==> src/rtl/w5300_socket_array_conf.sv <==
// Brings W5300 sockets 0..NUM_SOCKETS-1 up one after another (TCP listen or UDP open)
// through a single-request bus engine, retrying a socket with close/reopen on status timeout.
module w5300_socket_array_conf #(
  parameter int          NUM_SOCKETS = 2,
  parameter logic [15:0] PORT_BASE   = 16'd7000,
  parameter logic [7:0]  UDP_MASK    = 8'h00,
  parameter int          OP_TIMEOUT  = 50,
  parameter int          MAX_RETRY   = 3,
  parameter logic [7:0]  KPALVTR     = 8'd1
) (
  input  logic                   clk,
  input  logic                   rst_n,
  input  logic                   enable,
  input  logic                   op_state,
  input  logic [15:0]            rd_data,
  output logic [10:0]            addr,
  output logic [15:0]            wr_data,
  output logic                   done,
  output logic [NUM_SOCKETS-1:0] sock_ok,
  output logic                   busy
);

  localparam int IDX_W   = (NUM_SOCKETS > 1) ? $clog2(NUM_SOCKETS) : 1;
  localparam int RETRY_W = (MAX_RETRY > 0) ? $clog2(MAX_RETRY + 1) : 1;
  localparam int TMO_W   = $clog2(OP_TIMEOUT + 2);

  localparam logic [IDX_W-1:0]   LAST_IDX  = IDX_W'(NUM_SOCKETS - 1);
  localparam logic [RETRY_W-1:0] RETRY_LIM = RETRY_W'(MAX_RETRY);
  localparam logic [TMO_W-1:0]   TMO_LIM   = TMO_W'(OP_TIMEOUT);

  localparam logic [5:0] OFF_MR    = 6'h00;
  localparam logic [5:0] OFF_CR    = 6'h02;
  localparam logic [5:0] OFF_IMR   = 6'h04;
  localparam logic [5:0] OFF_SSR   = 6'h08;
  localparam logic [5:0] OFF_PORTR = 6'h0A;
  localparam logic [5:0] OFF_KPAL  = 6'h2E;

  localparam logic [9:0] IDLE_REG = 10'h3FE;

  typedef enum logic [2:0] {
    IDLE, CFG, WAIT_OPEN, LISTEN, WAIT_LISTEN, CLOSE, NEXT, DONE
  } state_t;

  typedef enum logic [2:0] {
    ST_MR, ST_PORT, ST_IMR, ST_KPAL, ST_OPEN
  } step_t;

  state_t               state, state_next;
  step_t                step, step_next;
  logic [IDX_W-1:0]     idx, idx_next;
  logic [RETRY_W-1:0]   retry, retry_next;
  logic [TMO_W-1:0]     tmo, tmo_next;
  logic [NUM_SOCKETS-1:0] ok_next;

  logic                   is_udp;
  logic [7:0]             tgt_open;
  logic                   timeout;
  logic [NUM_SOCKETS-1:0] ok_bit;
  logic                   unused_hi;

  function automatic logic [9:0] reg_addr(input logic [IDX_W-1:0] n, input logic [5:0] off);
    return 10'h200 + (10'(n) << 6) + 10'(off);
  endfunction

  assign is_udp    = UDP_MASK[3'(idx)];
  assign tgt_open  = is_udp ? 8'h22 : 8'h13;
  assign timeout   = (tmo == TMO_LIM);
  assign ok_bit    = NUM_SOCKETS'(1) << idx;
  assign unused_hi = ^rd_data[15:8];
  assign done      = (state == DONE);
  assign busy      = (state != IDLE) && (state != DONE);

  always_ff @(posedge clk or negedge rst_n) begin
    if (!rst_n) begin
      state   <= IDLE;
      step    <= ST_MR;
      idx     <= '0;
      retry   <= '0;
      tmo     <= '0;
      sock_ok <= '0;
    end else begin
      state   <= state_next;
      step    <= step_next;
      idx     <= idx_next;
      retry   <= retry_next;
      tmo     <= tmo_next;
      sock_ok <= ok_next;
    end
  end

  always_comb begin
    state_next = state;
    step_next  = step;
    idx_next   = idx;
    retry_next = retry;
    ok_next    = sock_ok;
    tmo_next   = tmo;
    addr       = {1'b0, IDLE_REG};
    wr_data    = 16'h0000;

    case (state)
      IDLE: begin
        if (enable) begin
          state_next = CFG;
          step_next  = ST_MR;
          idx_next   = '0;
          retry_next = '0;
          ok_next    = '0;
        end
      end

      CFG: begin
        case (step)
          ST_MR: begin
            addr    = {1'b1, reg_addr(idx, OFF_MR)};
            wr_data = is_udp ? 16'h0002 : 16'h0001;
          end
          ST_PORT: begin
            addr    = {1'b1, reg_addr(idx, OFF_PORTR)};
            wr_data = PORT_BASE + 16'(idx);
          end
          ST_IMR: begin
            addr    = {1'b1, reg_addr(idx, OFF_IMR)};
            wr_data = 16'h001F;
          end
          ST_KPAL: begin
            addr    = {1'b1, reg_addr(idx, OFF_KPAL)};
            wr_data = {KPALVTR, 8'h01};
          end
          default: begin
            addr    = {1'b1, reg_addr(idx, OFF_CR)};
            wr_data = 16'h0001;
          end
        endcase
        // The write stays on the bus until the engine acknowledges it.
        if (op_state) begin
          case (step)
            ST_MR:   step_next = ST_PORT;
            ST_PORT: step_next = ST_IMR;
            ST_IMR:  step_next = is_udp ? ST_OPEN : ST_KPAL;
            ST_KPAL: step_next = ST_OPEN;
            default: begin
              step_next  = ST_MR;
              state_next = WAIT_OPEN;
            end
          endcase
        end
      end

      WAIT_OPEN: begin
        addr = {1'b0, reg_addr(idx, OFF_SSR)};
        if (op_state && rd_data[7:0] == tgt_open) begin
          if (is_udp) begin
            ok_next    = sock_ok | ok_bit;
            state_next = NEXT;
          end else begin
            state_next = LISTEN;
          end
        end else if (timeout) begin
          state_next = (retry < RETRY_LIM) ? CLOSE : NEXT;
        end
      end

      LISTEN: begin
        addr    = {1'b1, reg_addr(idx, OFF_CR)};
        wr_data = 16'h0002;
        if (op_state) state_next = WAIT_LISTEN;
      end

      WAIT_LISTEN: begin
        addr = {1'b0, reg_addr(idx, OFF_SSR)};
        if (op_state && rd_data[7:0] == 8'h14) begin
          ok_next    = sock_ok | ok_bit;
          state_next = NEXT;
        end else if (timeout) begin
          state_next = (retry < RETRY_LIM) ? CLOSE : NEXT;
        end
      end

      CLOSE: begin
        addr    = {1'b1, reg_addr(idx, OFF_CR)};
        wr_data = 16'h0010;
        if (op_state) begin
          retry_next = retry + 1'b1;
          step_next  = ST_MR;
          state_next = CFG;
        end
      end

      NEXT: begin
        retry_next = '0;
        if (idx == LAST_IDX) begin
          state_next = DONE;
        end else begin
          idx_next   = idx + 1'b1;
          step_next  = ST_MR;
          state_next = CFG;
        end
      end

      DONE: begin
        if (!enable) state_next = IDLE;
      end

      default: state_next = IDLE;
    endcase

    // Counter restarts on every state change, so each wait state begins its window at zero.
    if (state_next != state) begin
      tmo_next = '0;
    end else if ((state == WAIT_OPEN || state == WAIT_LISTEN) && tmo != TMO_LIM) begin
      tmo_next = tmo + 1'b1;
    end
  end

endmodule

==> config.mk <==
export PLATFORM = sky130hd
export DESIGN_NAME = w5300_socket_array_conf
export DESIGN_NICKNAME = d
export VERILOG_FILES = /design/src/rtl/w5300_socket_array_conf.sv
export SDC_FILE = /design/constraint.sdc
export NUM_CORES = 1
export LEC_CHECK = 0
export ABC_CLOCK_PERIOD_IN_PS = 2500
export CAP_MARGIN = 20
export CORE_MARGIN = 3
export CORE_UTILIZATION = 42
export CTS_CLUSTER_SIZE = 40
export DETAILED_ROUTE_END_ITERATION = 7
export GPL_TIMING_DRIVEN = 0
export PLACE_DENSITY = 0.84
export SYNTH_ARGS = -nofsm -noshare
export SYNTH_HDL_FRONTEND = slang
export SYNTH_SLANG_ARGS = --single-unit
==> constraint.sdc <==
create_clock -name clk -period 2.5 [get_ports clk]
set_clock_uncertainty 0.1 [all_clocks]
set_input_delay 0.5 -clock clk [delete_from_list [all_inputs] [get_ports clk]]
set_output_delay 0.5 -clock clk [all_outputs]
set_load 0.01 [all_outputs]
==> impl_metrics.py, run 1 <==
metrics = {
    "finish": {
        "post-route-util_pct": 63.1,
        "num-fill-cells": 291,
        "nets": 257,
        "drive_above_1_share_pct": 24.0,
        "final_cells": 277,
        "syn_to_final_growth_pct": 42.0,
        "antenna_cells": 0,
        "regArea_um2": 425,
        "multi_input_area_um2": 856,
    },
    "clocking": {
        "htreeDepth": 1,
        "clockBufferDepth": 2,
        "path_clk_slew_ps": 110,
        "root_buffer": "clkbuf_4",
        "cts_buffers": 3,
        "clock_latency_ps": 300,
        "cts_tree": "yes",
        "ctsHoldBuffers": 0,
        "cts_sinks": 17,
    },
    "power_and_ir_drop": {
        "p_switching_mw": 0.926,
        "power_frac_comb_pct": 72.6,
        "p_leak_nw": 0.940,
        "p_seq_share_pct": 20.0,
        "clkPwrFrac_pct": 7.4,
        "vdd_drop_max_uv": 963,
        "swShare_pct": 44.7,
        "internal_power_mw": 1.15,
        "power_density_nw_per_um2": 1060,
        "power_mw": 2.07,
    },
    "placed_design": {
        "gp_congestion": 0.896,
        "portBuffers": 32,
        "placedCellCount": 261,
        "pre_cts_slack_ps": -320,
        "dpl.hpwl_mm": 2.53,
    },
    "sta": {
        "finalMaxSlewViolations": 0,
        "timing.final.crit_period_ps": 2440,
        "hold_viol_final": 0,
        "hold_ws_ps": 456,
        "setup_ws_ps": 59.4,
        "clock.fmax_mhz": 410,
        "setup_viol": 0,
        "max_slew_margin_pct": 47.7,
        "worst_pin_slew_ps": 783,
        "rsz0062_at_grt": "false",
        "period_share_pct": 97.6,
    },
    "setup_path": {
        "worstPathArrival_ps": 1840,
        "crit_end": "busy",
        "ff2ff_setup_slack_ps": 240,
        "cp_max_fo": 6,
        "r2r_cells": 7,
        "crit_family": "buffers and inverters",
        "crit_top_cell": "nor2_1",
        "crit_chain": "buf_4 -> nand2_1 -> nor2_1 -> nor2_1 -> clkdlybuf4s50_1",
        "cpPeakStageDelay_ps": 540,
        "slowest_stage": "clkdlybuf4s50_1",
        "crit_cells": 5,
        "endpoint_kind": "output port",
        "startpoint_type": "register",
        "rr_endpoint": "tmo[1]$_DFFE_PN0P_",
        "required_ps": 1900,
        "r2r-start": "state[1]$_DFF_PN0_",
        "path_buf_inv": 2,
        "critPathLaunch": "state[1]$_DFF_PN0_",
        "critPathKind": "reg2out",
    },
    "global_routing": {
        "antenna_found_initial": 0,
        "grt_usage_pct": 19.0,
        "grt_pass1_vias": 1399,
        "grt_pass1_wl_mm": 6.18,
        "grt_max_degree": 18,
        "overflow": 0,
    },
    "route": {
        "dr.pass1.iters": 4,
        "drc": 0,
        "wire_per_inst_um": 13.7,
        "via_count": 1434,
        "drtIter0Drc": 53,
        "routed_via_density": 5.18,
        "antenna_left": 0,
        "wl_mm": 3.80,
    },
    "die": {
        "rows": 20,
        "die_x_um": 63.3,
        "core_um2": 3100,
        "initial_core_util_pct": 44.4,
        "io_pins": 51,
        "die_h_um": 63.3,
        "dieArea_um2": 4010,
    },
    "logic_synthesis": {
        "synth_area_per_cell_um2": 7.70,
        "ys_ff_latch": 17,
        "seq_area_frac_synth_pct": 30.9,
        "synth_area_um2": 1380,
        "ys.warnings.count": 0,
        "synth_top_cell_area_share_pct": 30.9,
        "synth.distinct_cells": 39,
        "netlist_top_cells_area": "dfrtp_1 31%, nor2_1 7.9%, buf_4 7.1%, a21oi_1 5.1%, nand2_1 4.9%",
        "synthCells": 179,
        "yosys.area.top_type": "dfrtp_1",
    },
    "outcome": {
        "outcome": "complete, no violations",
    },
    "flow_run": {
        "cap_violations": 0,
    },
    "min_path": {
        "worst_hold_path_type": "reg2reg",
    },
}
cells in the mapped netlist (all sizes together):
cell and n:
nor2 29, o22ai 2, and2 1, nor2b 5
o221ai 1, inv 8, or3 3, a211oi 1
ha 3, buf 17, o31ai 1, o32a 1
a221oi 4, clkbuf 5, nand3 2, o21ai 6
o2bb2ai 1, nand2 18, nand4 4, nor3b 1
nand4bb 1, conb 2, or4b 1, o211ai 1
nor3 13, xor2 3, nand3b 1, dfrtp 17
nor4 2, mux2i 3, a21oi 14, a21boi 1
o2111ai 1, xnor2 4, nand2b 2
final cells by class:
| class | count | share of cell area [%] |
|---|---|---|
| multi-input cells | 138 | 43.7 |
| clock inverters | 1 | 0.256 |
| inverters | 8 | 1.53 |
| plain buffers | 21 | 8.75 |
| flip-flops and latches | 17 | 21.7 |
| repair buffers | 45 | 20.1 |
| well taps | 44 | 2.81 |
| clock buffers | 3 | 1.15 |
through the flow:
step / TNS, ps / instance area, um2
final: 0 / 1960
after global placement: -2970 / 1780
after global routing: 0 / 1960
after detailed placement: -3220 / 1780
after CTS: 0 / 1940
after floorplan: 0 / 1400
power by group through the flow:
| stage | clock, mW | combinational (mW) | sequential (mW) |
|---|---|---|---|
| 4_1_cts | 0.157 | 1.47 | 0.411 |
| 3_5_place_dp | 0 | 1.34 | 0.398 |
| 6_report | 0.154 | 1.50 | 0.414 |
| 2_1_floorplan | 0 | 0.776 | 0.382 |
| 3_3_place_gp | 0 | 1.33 | 0.396 |
| 5_1_grt | 0.169 | 1.64 | 0.422 |
sequential cells by signal, summed over array words and instances (netlist names):
| signal | cells |
|---|---|
| retry | 2 |
| step | 3 |
| state | 3 |
| sock_ok | 2 |
| tmo | 6 |
| idx | 1 |
cells in the final DEF, fill, tap and decap left out, drive strengths merged, types with 3 or more instances in the layout:
cell	count
nor3	13
mux2i	3
a221oi	4
dlygate4sd2	11
nand4	4
nand2	18
a21oi	14
nor2	29
nor2b	5
xor2	3
xnor2	4
dfrtp	17
clkdlybuf4s50	14
ha	3
inv	8
conb	8
o21ai	6
clkbuf	8
buf	34
or3	3
what timing repair did:
action                     in CTS  in global routing
pin swaps                       3                  3
gates resized for setup        47                  8
buffers inserted               12                  1
setup endpoints to repair      20                 14
gates cloned                    0                  0
worst min-delay path: stages, from the launching register on:
cell,delay (ps)
dfrtp_1,370
nor2_1,50
a21oi_1,100
routing by layer:
layer	up-vias	GRT usage, %	wire, um
met1	657	25.4	1700
met5	-	0	0
met2	65	30.6	1790
li1	703	-	-
met3	9	3.92	261
met4	0	6.20	51
kinds of logic (layout without fill, tap and decap cells):
kind of cell	after synthesis	after routing	share of synthesized area, %
buf+inv	30	78	12.1
other cells	2	8	0.545
compound gates	34	34	16.7
simple gates	83	83	30.5
fa+ha+maj	3	3	2.72
mux	3	3	2.18
xor+xnor	7	7	4.45
flops	17	17	30.9
how the worst min path moves through the flow:
stage,startpoint,endpoint,slack [ps],cells past startpoint
5_1_grt,op_state,retry[0]$_DFFE_PN0P_,490,3
3_5_place_dp,sock_ok[0]$_DFFE_PN0P_,sock_ok[0]$_DFFE_PN0P_,440,2
3_3_place_gp,sock_ok[0]$_DFFE_PN0P_,sock_ok[0]$_DFFE_PN0P_,410,2
4_1_cts,sock_ok[0]$_DFFE_PN0P_,sock_ok[0]$_DFFE_PN0P_,460,2
2_1_floorplan,rst_n,idx$_DFFE_PN0P_,100,0
6_report,sock_ok[0]$_DFFE_PN0P_,sock_ok[0]$_DFFE_PN0P_,460,2
Note: power is estimated with default switching activity, not from simulation.
==> inputs of run 2 (changes only) <==
Settings changed: CORE_UTILIZATION 42 to 44, PLACE_DENSITY 0.84 to 0.87.
==> impl_metrics.py, run 2 (synthesized netlist as in run 1, its figures left out) <==
metrics = {
    "outcome": {
        "outcome": "complete, no violations",
    },
    "clocking": {
        "cts_buffers": 3,
        "cts_sinks": 17,
        "cts_tree": "yes",
        "root_buffer": "clkbuf_4",
        "path_clk_slew_ps": 110,
        "clock_latency_ps": 300,
        "htreeDepth": 1,
        "ctsHoldBuffers": 0,
        "clockBufferDepth": 2,
    },
    "min_path": {
        "worst_hold_path_type": "reg2reg",
    },
    "sta": {
        "setup_ws_ps": 74.3,
        "max_slew_margin_pct": 45.7,
        "hold_ws_ps": 444,
        "finalMaxSlewViolations": 0,
        "timing.final.crit_period_ps": 2430,
        "setup_viol": 0,
        "hold_viol_final": 0,
        "setup_tns_ps": 0,
        "period_share_pct": 97.0,
        "clock.fmax_mhz": 412,
        "worst_pin_slew_ps": 812,
    },
    "finish": {
        "final_cells": 275,
        "fin_area_um2": 1970,
        "syn_to_final_growth_pct": 43.1,
        "num-fill-cells": 231,
        "nets": 257,
        "top_register": "tmo",
        "drive_above_1_share_pct": 24.0,
        "largestRegisters": "tmo (6), state (3), step (3)",
        "largest_reg_flops": 6,
        "antenna_cells": 0,
        "layout_common_cells": "27 x nor2_1, 27 x buf_4, 16 x nand2_1, 16 x dfrtp_1",
    },
    "setup_path": {
        "critPathLaunch": "state[1]$_DFF_PN0_",
        "ff2ff_setup_slack_ps": 160,
        "crit_end": "addr[1]",
        "cp_max_fo": 4,
        "slowest_stage": "dfrtp_1",
        "startpoint_type": "register",
        "critPathKind": "reg2out",
        "crit_family": "simple AND/OR/NAND/NOR gates",
        "worstPathArrival_ps": 1830,
        "r2r-start": "state[1]$_DFF_PN0_",
        "cpPeakStageDelay_ps": 430,
        "crit_top_cell": "nor2_1",
        "rr_endpoint": "tmo[1]$_DFFE_PN0P_",
        "endpoint_kind": "output port",
        "crit_chain": "buf_6 -> nand2b_4 -> or3_1 -> nor2_1 -> nor2_1 -> dlygate4sd2_1",
        "required_ps": 1900,
        "r2r_cells": 8,
        "crit_cells": 6,
        "path_buf_inv": 2,
    },
    "placed_design": {
        "place_area_um2": 1770,
        "pre_cts_slack_ps": -336,
        "placedCellCount": 259,
        "dpl.hpwl_mm": 2.56,
        "gp_congestion": 0.893,
        "portBuffers": 32,
    },
    "global_routing": {
        "overflow": 0,
        "grt_max_degree": 18,
        "grt_pass1_wl_mm": 6.13,
        "grt_pass1_vias": 1419,
        "antenna_found_initial": 0,
        "grt_usage_pct": 21.4,
    },
    "die": {
        "die_h_um": 62.0,
        "io_pins": 51,
        "core_um2": 2880,
        "dieArea_um2": 3840,
        "die_x_um": 62.0,
        "initial_core_util_pct": 47.9,
        "rows": 19,
    },
    "route": {
        "routed_via_density": 5.34,
        "dr.pass1.iters": 7,
        "antenna_left": 0,
        "via_count": 1469,
        "wire_per_inst_um": 13.9,
        "drtIter0Drc": 47,
        "drc": 0,
        "wl_mm": 3.81,
    },
    "power_and_ir_drop": {
        "internal_power_mw": 1.13,
        "p_seq_share_pct": 20.0,
        "p_leak_nw": 0.936,
        "swShare_pct": 45.1,
        "clkPwrFrac_pct": 7.5,
        "vdd_drop_max_uv": 1010,
        "p_switching_mw": 0.933,
        "power_frac_comb_pct": 72.5,
        "power_density_nw_per_um2": 1050,
    },
    "flow_run": {
        "cap_violations": 0,
    },
}
## run 2: worst min-delay path by stage
stage / start / endpoint / depth (start not counted)
floorplan: rst_n / idx$_DFFE_PN0P_ / 0
global placement: sock_ok[0]$_DFFE_PN0P_ / sock_ok[0]$_DFFE_PN0P_ / 2
detailed placement: sock_ok[0]$_DFFE_PN0P_ / sock_ok[0]$_DFFE_PN0P_ / 2
CTS: sock_ok[0]$_DFFE_PN0P_ / sock_ok[0]$_DFFE_PN0P_ / 2
global route: op_state / state[2]$_DFF_PN0_ / 2
finish: sock_ok[0]$_DFFE_PN0P_ / sock_ok[0]$_DFFE_PN0P_ / 2
## run 2: what timing repair did
item	4_1_cts	5_1_grt
resized for setup	46	9
buffers inserted	11	3
pin swaps	2	2
endpoints found under the setup margin	20	12
## run 2: through the flow
stage	util, %	power, mW
after detailed placement	61.7	1.74
after global routing	68.6	2.22
after floorplan	-	1.16
after CTS	67.3	2.00
after global placement	61.7	1.72
final	68.6	2.07
## run 2: power by group through the flow
stage / Clock [mW] / Sequential (mW) / Combinational, mW
3_5_place_dp: 0 / 0.398 / 1.34
4_1_cts: 0.160 / 0.390 / 1.45
6_report: 0.156 / 0.412 / 1.50
2_1_floorplan: 0 / 0.382 / 0.776
3_3_place_gp: 0 / 0.394 / 1.32
5_1_grt: 0.174 / 0.420 / 1.63
## run 2: metal layers
| metal | wire length (um) | track usage [%] |
|---|---|---|
| met5 | 0 | 0 |
| met2 | 1860 | 35.4 |
| met4 | 54 | 8.48 |
| met3 | 232 | 4.75 |
| met1 | 1670 | 27.1 |
## run 2: layout make-up
cell class	instances	area, um2	share of cell area (%)
Buffer	20	161	8.18
Clock buffer	3	22.5	1.14
Clock inverter	1	5.00	0.254
Inverter	8	33.8	1.71
Multi-Input combinational cell	138	861	43.6
Sequential cell	17	427	21.6
Tap cell	42	52.6	2.66
Timing Repair Buffer	46	410	20.8
## run 2: tightest hold or removal path, stage by stage (launching register included)
cell     delay (ps)
dfrtp_1         360
nor2_1           50
a21oi_1         100
